`src/rtl/poli_ctrl_bank.sv`:
```
// Register bank and control FSM for the polarisation-gate test rig: drives a CRC engine
// through a start/timeout handshake and exposes NCH gate test channels.
module poli_ctrl_bank #(
  parameter int NCH    = 4,
  parameter int ADDR_W = 5,
  parameter int TO_W   = 16
) (
  input  logic              CLK,
  input  logic              nRST,
  input  logic              write_enable,
  input  logic [ADDR_W-1:0] register_select,
  input  logic [31:0]       write_data,
  output logic [31:0]       read_data,
  output logic              crc_start,
  output logic              crc_reset,
  output logic [31:0]       crc_orient,
  output logic [31:0]       crc_data_in,
  input  logic              crc_ready,
  input  logic [31:0]       crc_data_out,
  output logic [NCH-1:0]    ch_orient,
  output logic [NCH-1:0]    ch_a,
  output logic [NCH-1:0]    ch_b,
  input  logic [NCH-1:0]    ch_out,
  output logic              irq
);

  localparam logic [31:0] IDX_ID      = 32'd0;
  localparam logic [31:0] IDX_CTRL    = 32'd1;
  localparam logic [31:0] IDX_CONFIG  = 32'd2;
  localparam logic [31:0] IDX_STATUS  = 32'd3;
  localparam logic [31:0] IDX_INPUT   = 32'd4;
  localparam logic [31:0] IDX_RESULT  = 32'd5;
  localparam logic [31:0] IDX_IRQ_EN  = 32'd6;
  localparam logic [31:0] IDX_TIMEOUT = 32'd7;
  localparam int          CH_BASE     = 8;
  localparam logic [31:0] ID_VALUE    = 32'h504F_4C00 | 32'(NCH);
  localparam logic [31:0] UNMAPPED    = 32'hBAD1_BAD1;

  typedef enum logic {IDLE, BUSY} state_t;

  state_t          state, state_nxt;
  logic [TO_W-1:0] counter;
  logic [TO_W-1:0] timeout_reg;
  logic [1:0]      irq_en;
  logic [31:0]     crc_result;
  logic            done, tmo;

  logic [31:0] sel;
  logic        wr_ctrl, wr_status;
  logic        start_req, reset_req, accept, tmo_hit, done_set, tmo_set;

  assign sel       = 32'(register_select);
  assign wr_ctrl   = write_enable && (sel == IDX_CTRL);
  assign wr_status = write_enable && (sel == IDX_STATUS);
  assign start_req = wr_ctrl && write_data[0] && !write_data[1] && (state == IDLE);
  assign reset_req = wr_ctrl && write_data[1];
  // The pulse cycle is the first BUSY cycle, so a ready seen alongside crc_start is stale.
  assign accept    = (state == BUSY) && !crc_start && crc_ready;
  assign tmo_hit   = (state == BUSY) && !crc_ready && (timeout_reg != '0) && (counter == timeout_reg);
  assign done_set  = accept && !reset_req;
  assign tmo_set   = tmo_hit && !reset_req;

  // NOTE: always_comb assigns every output a default first so no path can infer a latch.
  always_comb begin
    state_nxt = state;
    case (state)
      IDLE:    if (start_req) state_nxt = BUSY;
      BUSY:    if (accept || tmo_hit) state_nxt = IDLE;
      default: state_nxt = IDLE;
    endcase
    if (reset_req) state_nxt = IDLE;
  end

  // NOTE: sequential state uses non-blocking assignments so every flop samples pre-edge values.
  always_ff @(posedge CLK or negedge nRST) begin
    if (!nRST) begin
      state       <= IDLE;
      counter     <= '0;
      crc_start   <= 1'b0;
      crc_reset   <= 1'b0;
      crc_orient  <= '0;
      crc_data_in <= '0;
      crc_result  <= '0;
      done        <= 1'b0;
      tmo         <= 1'b0;
      irq_en      <= '0;
      timeout_reg <= '0;
    end else begin
      state     <= state_nxt;
      crc_start <= start_req;
      // Back-to-back reset writes must not stretch the pulse.
      crc_reset <= reset_req && !crc_reset;

      if (start_req)            counter <= '0;
      else if (state == BUSY)   counter <= counter + 1'b1;

      if (done_set) crc_result <= crc_data_out;

      if (done_set)                         done <= 1'b1;
      else if (wr_status && write_data[1])  done <= 1'b0;
      if (tmo_set)                          tmo  <= 1'b1;
      else if (wr_status && write_data[2])  tmo  <= 1'b0;

      if (write_enable) begin
        case (sel)
          IDX_CONFIG:  crc_orient  <= write_data;
          IDX_INPUT:   crc_data_in <= write_data;
          IDX_IRQ_EN:  irq_en      <= write_data[1:0];
          IDX_TIMEOUT: timeout_reg <= write_data[TO_W-1:0];
          default:     ;
        endcase
      end
    end
  end

  always_ff @(posedge CLK or negedge nRST) begin
    if (!nRST) begin
      ch_orient <= '0;
      ch_a      <= '0;
      ch_b      <= '0;
    end else if (write_enable) begin
      for (int k = 0; k < NCH; k++) begin
        if (sel == 32'(CH_BASE + 2 * k)) begin
          ch_orient[k] <= write_data[0];
          ch_a[k]      <= write_data[1];
          ch_b[k]      <= write_data[2];
        end
      end
    end
  end

  always_comb begin
    read_data = UNMAPPED;
    case (sel)
      IDX_ID:      read_data = ID_VALUE;
      IDX_CTRL:    read_data = '0;
      IDX_CONFIG:  read_data = crc_orient;
      IDX_STATUS:  read_data = {28'd0, (state == BUSY), tmo, done, crc_ready};
      IDX_INPUT:   read_data = crc_data_in;
      IDX_RESULT:  read_data = crc_result;
      IDX_IRQ_EN:  read_data = {30'd0, irq_en};
      IDX_TIMEOUT: read_data = 32'(timeout_reg);
      default: begin
        for (int k = 0; k < NCH; k++) begin
          if (sel == 32'(CH_BASE + 2 * k))     read_data = {29'd0, ch_b[k], ch_a[k], ch_orient[k]};
          if (sel == 32'(CH_BASE + 2 * k + 1)) read_data = {31'd0, ch_out[k]};
        end
      end
    endcase
  end

  assign irq = (done & irq_en[0]) | (tmo & irq_en[1]);

endmodule
```
`config.mk`:
```
export PLATFORM = sky130hd
export DESIGN_NAME = poli_ctrl_bank
export DESIGN_NICKNAME = d
export VERILOG_FILES = /design/src/rtl/poli_ctrl_bank.sv
export SDC_FILE = /design/constraint.sdc
export NUM_CORES = 1
export LEC_CHECK = 0
export ABC_CLOCK_PERIOD_IN_PS = 3700
export CAP_MARGIN = 10
export CORE_MARGIN = 2
export CORE_UTILIZATION = 35
export CTS_BUF_LIST = sky130_fd_sc_hd__clkbuf_4
export DETAILED_ROUTE_END_ITERATION = 10
export HOLD_SLACK_MARGIN = 0.03
export PLACE_DENSITY = 0.65
export SYNTH_ARGS = -nofsm -noshare
export SYNTH_HDL_FRONTEND = slang
export SYNTH_SLANG_ARGS = --single-unit
```
`constraint.sdc`:
```
create_clock -name CLK -period 3.7 [get_ports CLK]
set_clock_uncertainty 0.2 [all_clocks]
set_input_delay 0.37 -clock CLK [delete_from_list [all_inputs] [get_ports CLK]]
set_output_delay 0.37 -clock CLK [all_outputs]
set_load 0.1 [all_outputs]
```
# Yosys cells after proc, flatten, opt, wreduce, memory -nomap -nowiden
# Cells that the tools add are included.
# totals
register_bits	147
latchBits	0
mem_bits_rw	0
romBits	0
inputBits	77
out_inout_bits	111
elab_cells	98
n_memories	0
# classes
n_addsub	1
n_mul	0
div_mod_pow	0
order_cmp	0
eq_ne	16
n_shift	0
n_mux	19
n_bitwise	4
reduce_logical	35
# ops
op	count
$mux W32	8
$pmux W32 S8	1
$eq A5 B4 Y1 const B	8
$logic_not A32 Y1	1
$mux W16	2
$eq A5 B3 Y1 const B	4
$add A16 B1 Y16 const B	1
$eq A16 B16 Y1	1
$logic_and A1 B1 Y1	16
$reduce_and A2 Y1	8
$reduce_bool A16 Y1	1
$eq A5 B2 Y1 const B	2
$mux W1	7
$reduce_bool A2 Y1	3
$eq A5 B1 Y1 const B	1
$logic_not A1 Y1	5
$and A1 B1 Y1	2
$pmux W1 S2	1
$logic_or A1 B1 Y1	1
$not A1 Y1	1
$or A1 B1 Y1	1

# Logic depth before layout (Yosys ltp)
# Gate-level depths: netlist of run 1.
# depth
depth_word	10
mapped_depth	7
ltp_nobuf	5

# Least setup slack after synthesis of run 1
# OpenSTA, ideal clock, no wires.
# synth_timing
path_type	input-to-output
startpoint	input register_select[0]
endpoint	output read_data[12]
arrival_time_ns	3.393
required_time_ns	3.130
setup_slack_ns	-0.263
path_stages	7
n_path_buf	3
path_cell_list	buf_2 -> buf_2 -> buf_2 -> mux2i_1 -> nor2_1 -> a21oi_1 -> o21ai_0
# synth_via
elab_chain_len	10
# synth_lines
item	line	rtl
start, declared	11	input logic [ADDR_W-1:0] register_select,
$eq A5 B4 Y1	145	if (sel == 32'(CH_BASE + 2 * k)) read_data = {29'd0, ch_b[k], ch_a[k], ch_orient[k]};
$mux W32	145	
$mux W32	146	if (sel == 32'(CH_BASE + 2 * k + 1)) read_data = {31'd0, ch_out[k]};
$mux W32	145	
$mux W32	146	
$mux W32	145	
$mux W32	146	
$mux W32	145	
$mux W32	146	
$pmux W32 S8 *	134	case (sel)
end, declared	13	output logic [31:0] read_data,
# Mark *: on every way between the ends. The rest lies on a longest branch, timed or not.

# Final worst setup path of run 1
# layout_timing
startpoint	input register_select[4]
endpoint	output read_data[16]
# The elaborated chain is that of the path after synthesis.

==> impl_metrics.tcl, run 1 <==
set metrics [dict create \
    status "finished clean" \
    reg_top3 "crc_data_in x32, crc_orient x32, crc_result x32" \
    htree_levels 4 \
    seq_area_frac_synth 0.523 \
    tightest_slew_ps 1030 \
    cts_buffers 17 \
    grt_use_total 0.206 \
    r2r_end "crc_result[26]" \
    chipHeight_um 146 \
    maxCapViolCount 0 \
    period_minus_slack_ps 3120 \
    setup-tns-final_ps 0 \
    rows 51 \
    synth_common_cells "dfrtp_1 (147), mux2_2 (130), nand2_1 (44)" \
    synth_cell_type_count 54 \
    syn-num-nets 657 \
    vias 5574 \
    io_pins 188 \
    leakage_nw 4.23 \
    clkSinkCount 147 \
    core_area_mm2 0.0196 \
    fin_crit_sh 0.844 \
    busiest_layer "met2" \
    grt_overflow 0 \
    gp_congestion 0.884 \
    drive_above_1_share 0.284 \
    grt_pass1_vias 6104 \
    grt_first_pass_wirelength_um 34100 \
    cp_max_fo 13 \
    synth.top_cells.by_area "dfrtp_1 (52%), mux2_2 (21%), nand2_1 (2.3%)" \
    vias_per_cell 5.34 \
    post-synth-top-count-cell "dfrtp_1" \
    async_reset_ff_frac 1.00 \
    ys_ff_latch 147 \
    use_met3 0.0655 \
    report.final.hold_viol_count 0 \
    path_class "in2out" \
    syn2layout_area_growth_pct 39.2 \
    rsz0062_at_grt "no" \
    cts_tree "built" \
    synth_area_mm2 0.00703 \
    r2r_cells 4 \
    cp-start-kind "primary input" \
    synth_cells 579 \
    initial_utilization 0.359 \
    chipWidth_um 146 \
    insertion_delay_ps 540 \
    yosys_warnings 0 \
    synth_top_cell_area_share 0.523 \
    root_buffer "clkbuf_4" \
    drc 0 \
    cp.arrival_ps 2550 \
    use_met1 0.247 \
    cp.required_ps 3130 \
    cts_buffer_depth 2 \
    drt_iter0_drc 495 \
    ant_nets 0 \
    portBuffers 187 \
    setup_violations 0 \
    hpwlAfterDp_um 15600 \
    grt_max_degree 81 \
    grtUsageMet2 0.348 \
    synth_flop_cell "dfrtp_1" \
    wl_per_cell_um 20.7 \
    r2r_setup_slack_ps 1570 \
    antenna_found_initial 0 \
    die_area_mm2 0.0212 \
    endpoint_kind "primary output" \
    avgSynthCellArea_um2 12.1 \
    drt_wl_total_um 21600 \
    clk_pin_slew_ps 120 \
    max_freq_ghz 0.320 \
    cts_setup_buffers 0 \
    slew_headroom 0.310 \
    synth_top_area_cell "dfrtp_1" \
    diodes 0 \
    firstDrtPassIters 5 \
    holdWs_ps 233 \
    finalNetCount 845 \
    drv_slew 0 \
    synth_edf_count 0 \
    reg2reg_from "state" \
    worstHoldPathType "in2async" \
    powerDensity_mw_per_mm2 570 \
    ir_drop_uv 415 \
]
-- what timing repair did --
action / 4_1_cts / 5_1_grt
setup endpoints to repair: 0 / 0
hold buffers: 1 / 0
endpoints found under the hold margin: 79 / 0
gates resized for setup: 0 / 0
-- worst max-delay path by stage --
stage,from,end,slack (ps),cells past startpoint
floorplan,register_select[0],read_data[12],490,7
global placement,register_select[1],read_data[2],630,6
detailed placement,register_select[0],read_data[21],600,7
CTS,register_select[0],read_data[21],590,7
global route,register_select[0],read_data[29],470,7
finish,register_select[4],read_data[16],580,7
-- logic make-up (layout without fill, tap and decap cells) --
family / Yosys count / after routing / synth area share
AOI/OAI and AO/OA: 84 / 84 / 0.0795
and+or+nand+nor: 138 / 138 / 0.104
muxes: 146 / 146 / 0.233
xor gates and xnor gates: 20 / 20 / 0.0249
buffers and inverters: 43 / 242 / 0.0345
adders and majority gates: 1 / 1 / 0.00178
DFF: 147 / 147 / 0.523
-- stage by stage --
| stage | area, um2 | instances | power [W] | setup slack, ps | util |
|---|---|---|---|---|---|
| after detailed placement | 9550 | 1012 | 0.00471 | 602 | 0.488 |
| after floorplan | 7030 | 579 | 0.00396 | 492 | - |
| final | 9790 | 1043 | 0.00558 | 575 | 0.500 |
| after global routing | 9790 | 1043 | 0.00581 | 468 | 0.500 |
| after global placement | 9550 | 1012 | 0.00466 | 631 | 0.488 |
| after CTS | 9790 | 1043 | 0.00562 | 588 | 0.500 |
-- placed cells by master (no fill, tap or decap), types with 2 or more instances in the layout --
cell and count:
clkinv_2 3, clkbuf_4 22, nor2_1 15, nand4_1 12, and4_1 2, a32oi_1 2
inv_1 5, nand2b_1 3, buf_4 13, or3_1 2, nand2_1 44, dfrtp_1 147
a22oi_1 11, clkdlybuf4s50_1 154, a21oi_1 21, a222oi_1 4, a22o_1 2, and3_1 3
a211oi_1 2, nor3_1 6, and2_1 3, nor4_1 8, nand2_2 2, o21ai_0 6
xor2_1 6, a221oi_1 10, nand3b_1 4, mux2_2 130, mux2i_1 15, nor2_4 2
a31oi_1 4, clkinv_1 3, xnor2_1 14, o21ai_1 15, nand3_1 21, buf_12 37
-- per-layer routing --
layer | up-vias | routed length (um)
met5 | - | 0
met1 | 2829 | 8750
li1 | 2506 | -
met3 | 34 | 1530
met2 | 205 | 10800
met4 | 0 | 507
-- critical path: stages --
cell and delay (ps):
clkdlybuf4s50_1 650, or3_4 550, nor2_4 240, buf_4 260, a22oi_1 110, nand3_1 160, buf_12 190
-- power by group --
group	internal, W	switching [W]	leakage [nW]	total [W]
combinational	0.000734	0.00176	2.26	0.00249
clock	0.000353	0.000541	0.132	0.000894
sequential	0.00189	0.000300	1.84	0.00219
total	0.00298	0.00260	4.23	0.00558
-- area by class of cell --
class / instances / area (um2)
fillers: 1754 / 9800
flip-flops and latches: 147 / 3680
multi-input cells: 389 / 3130
repair buffers: 206 / 2400
well taps: 265 / 332
clock buffers: 22 / 165
clock inverters: 8 / 63.8
inverters: 6 / 22.5
Power figures use the tool's default switching activity.
==> inputs of run 2 (changes only) <==
- ABC_CLOCK_PERIOD_IN_PS: 3700 -> 2900
- clock period: 3.7 -> 2.9 ns (I/O delays scaled with it)
==> run 2 against run 1 <==
  * Power rose by 26%
  * Non-clock buffer count rose by 16
  * Wire length rose by 0.59%
  * Global-route usage rose by 0.080 points
  * Critical path depth did not move
  * Clock power rose by 22%
  * Sequential share of layout area rose by 0.16 points
  * Worst setup slack got worse by 480 ps
  * Sequential power rose by 28%
  * Count of clock-buffer cells in the layout rose by 2
  * Final cell count rose by 1.5%
  * Via count rose by 2.1%
  * Highest routed layer unchanged
==> impl_metrics.tcl, run 2 (synthesized netlist as in run 1, its figures left out) <==
set metrics [dict create \
    tightest_slew_ps 569 \
    die_area_mm2 0.0212 \
    hpwlAfterDp_um 15800 \
    maxCapViolCount 0 \
    cp_max_fo 8 \
    wl_met1_um 8990 \
    ir_drop_uv 549 \
    core_area_mm2 0.0196 \
    chipHeight_um 146 \
    cp-start-kind "primary input" \
    grt_use_total 0.206 \
    holdWs_ps 83.8 \
    critPathLaunch "register_select[2]" \
    slew_headroom 0.621 \
    firstDrtPassIters 6 \
    grt_max_degree 72 \
    io_pins 188 \
    max_freq_ghz 0.356 \
    wl_met2_um 10700 \
    wl_per_cell_um 20.5 \
    crit_end "read_data[1]" \
    clk_pin_slew_ps 120 \
    antenna_found_initial 0 \
    cts_buffers 17 \
    portBuffers 187 \
    leakage_nw 4.44 \
    report.final.hold_viol_count 0 \
    initial_utilization 0.359 \
    path_class "in2out" \
    cts_tree "built" \
    chipWidth_um 146 \
    diodes 0 \
    drt_iter0_drc 339 \
    reg2reg_from "state" \
    finalNetCount 861 \
    fin_crit_sh 0.968 \
    vias 5689 \
    drive_above_1_share 0.413 \
    cp.arrival_ps 2320 \
    period_minus_slack_ps 2810 \
    drv_slew 0 \
    cts_buffer_depth 2 \
    drc 0 \
    grt_first_pass_wirelength_um 34300 \
    vias_per_cell 5.37 \
    r2r_cells 4 \
    htree_levels 4 \
    reg_top3 "crc_data_in x32, crc_orient x32, crc_result x32" \
    clkSinkCount 147 \
    r2r_end "crc_result[30]" \
    drt_wl_total_um 21700 \
    dr.max_layer_used "met4" \
    r2r_setup_slack_ps 830 \
    wl_met3_um 1460 \
    endpoint_kind "primary output" \
    insertion_delay_ps 550 \
    ant_nets 0 \
    grt_overflow 0 \
    powerDensity_mw_per_mm2 719 \
    final_cell_mix "dfrtp_1 (147), mux2_2 (130), buf_4 (106), clkdlybuf4s50_1 (75), nand2_1 (44)" \
    setup_violations 0 \
    root_buffer "clkbuf_4" \
    cp.required_ps 2410 \
    gp_congestion 0.908 \
    layout_commonest_cell "dfrtp_1" \
    status "finished clean" \
    syn2layout_area_growth_pct 38.6 \
    rows 51 \
    p_total_w 0.00701 \
    grt_pass1_vias 6080 \
    worstHoldPathType "in2async" \
]
run 2: worst max-delay path, stage by stage:
cell and delay, ps:
clkdlybuf4s50_1 600, or3b_1 440, nor3_4 270, buf_4 220
a22oi_1 110, nand4_1 190, buf_12 200
run 2: layer usage:
layer | GRT usage | up-vias
met2 | 0.335 | 229
met1 | 0.262 | 2877
li1 | - | 2544
met3 | 0.0577 | 39
met5 | 0 | -
met4 | 0.0779 | 0
run 2: report_power, final:
part | switching (W) | internal, W | total [W]
Sequential | 0.000386 | 0.00241 | 0.00280
Combinational | 0.00225 | 0.000873 | 0.00312
Clock | 0.000704 | 0.000391 | 0.00109
Total | 0.00334 | 0.00368 | 0.00701
run 2: what timing repair did:
action,4_1_cts,5_1_grt
endpoints found under the hold margin,147,0
endpoints found under the setup margin,0,5
hold buffers,1,0
resized for setup,0,2
setup buffers,0,3
run 2: through the flow:
step	area (um2)	setup TNS, ps	util	setup WS [ps]	instances
6_report	9750	0	0.498	92.8	1059
4_1_cts	9720	0	0.496	9.40	1056
3_5_place_dp	9490	0	0.485	28.4	1025
5_1_grt	9750	-11.0	0.498	-11.0	1059
3_3_place_gp	9490	0	0.485	18.2	1025
2_1_floorplan	7070	0	-	101	579
run 2: area by class of cell:
class	count	area, um2
well taps	265	332
repair buffers	222	2340
flip-flops and latches	147	3680
fillers	1793	9840
clock buffers	24	180
inverters	6	22.5
clock inverters	6	35.0
multi-input cells	389	3160
run 2: worst min path at each step:
stage                     start              to  slack, ps  depth (start not counted)
after floorplan            nRST         ch_a[0]       -210                          0
after global placement     nRST   crc_result[6]         90                          1
after detailed placement   nRST   crc_result[6]        100                          1
after CTS                  nRST  timeout_reg[6]         80                          2
after global routing       nRST  crc_result[15]         90                          2
final                      nRST   crc_result[7]         80                          2
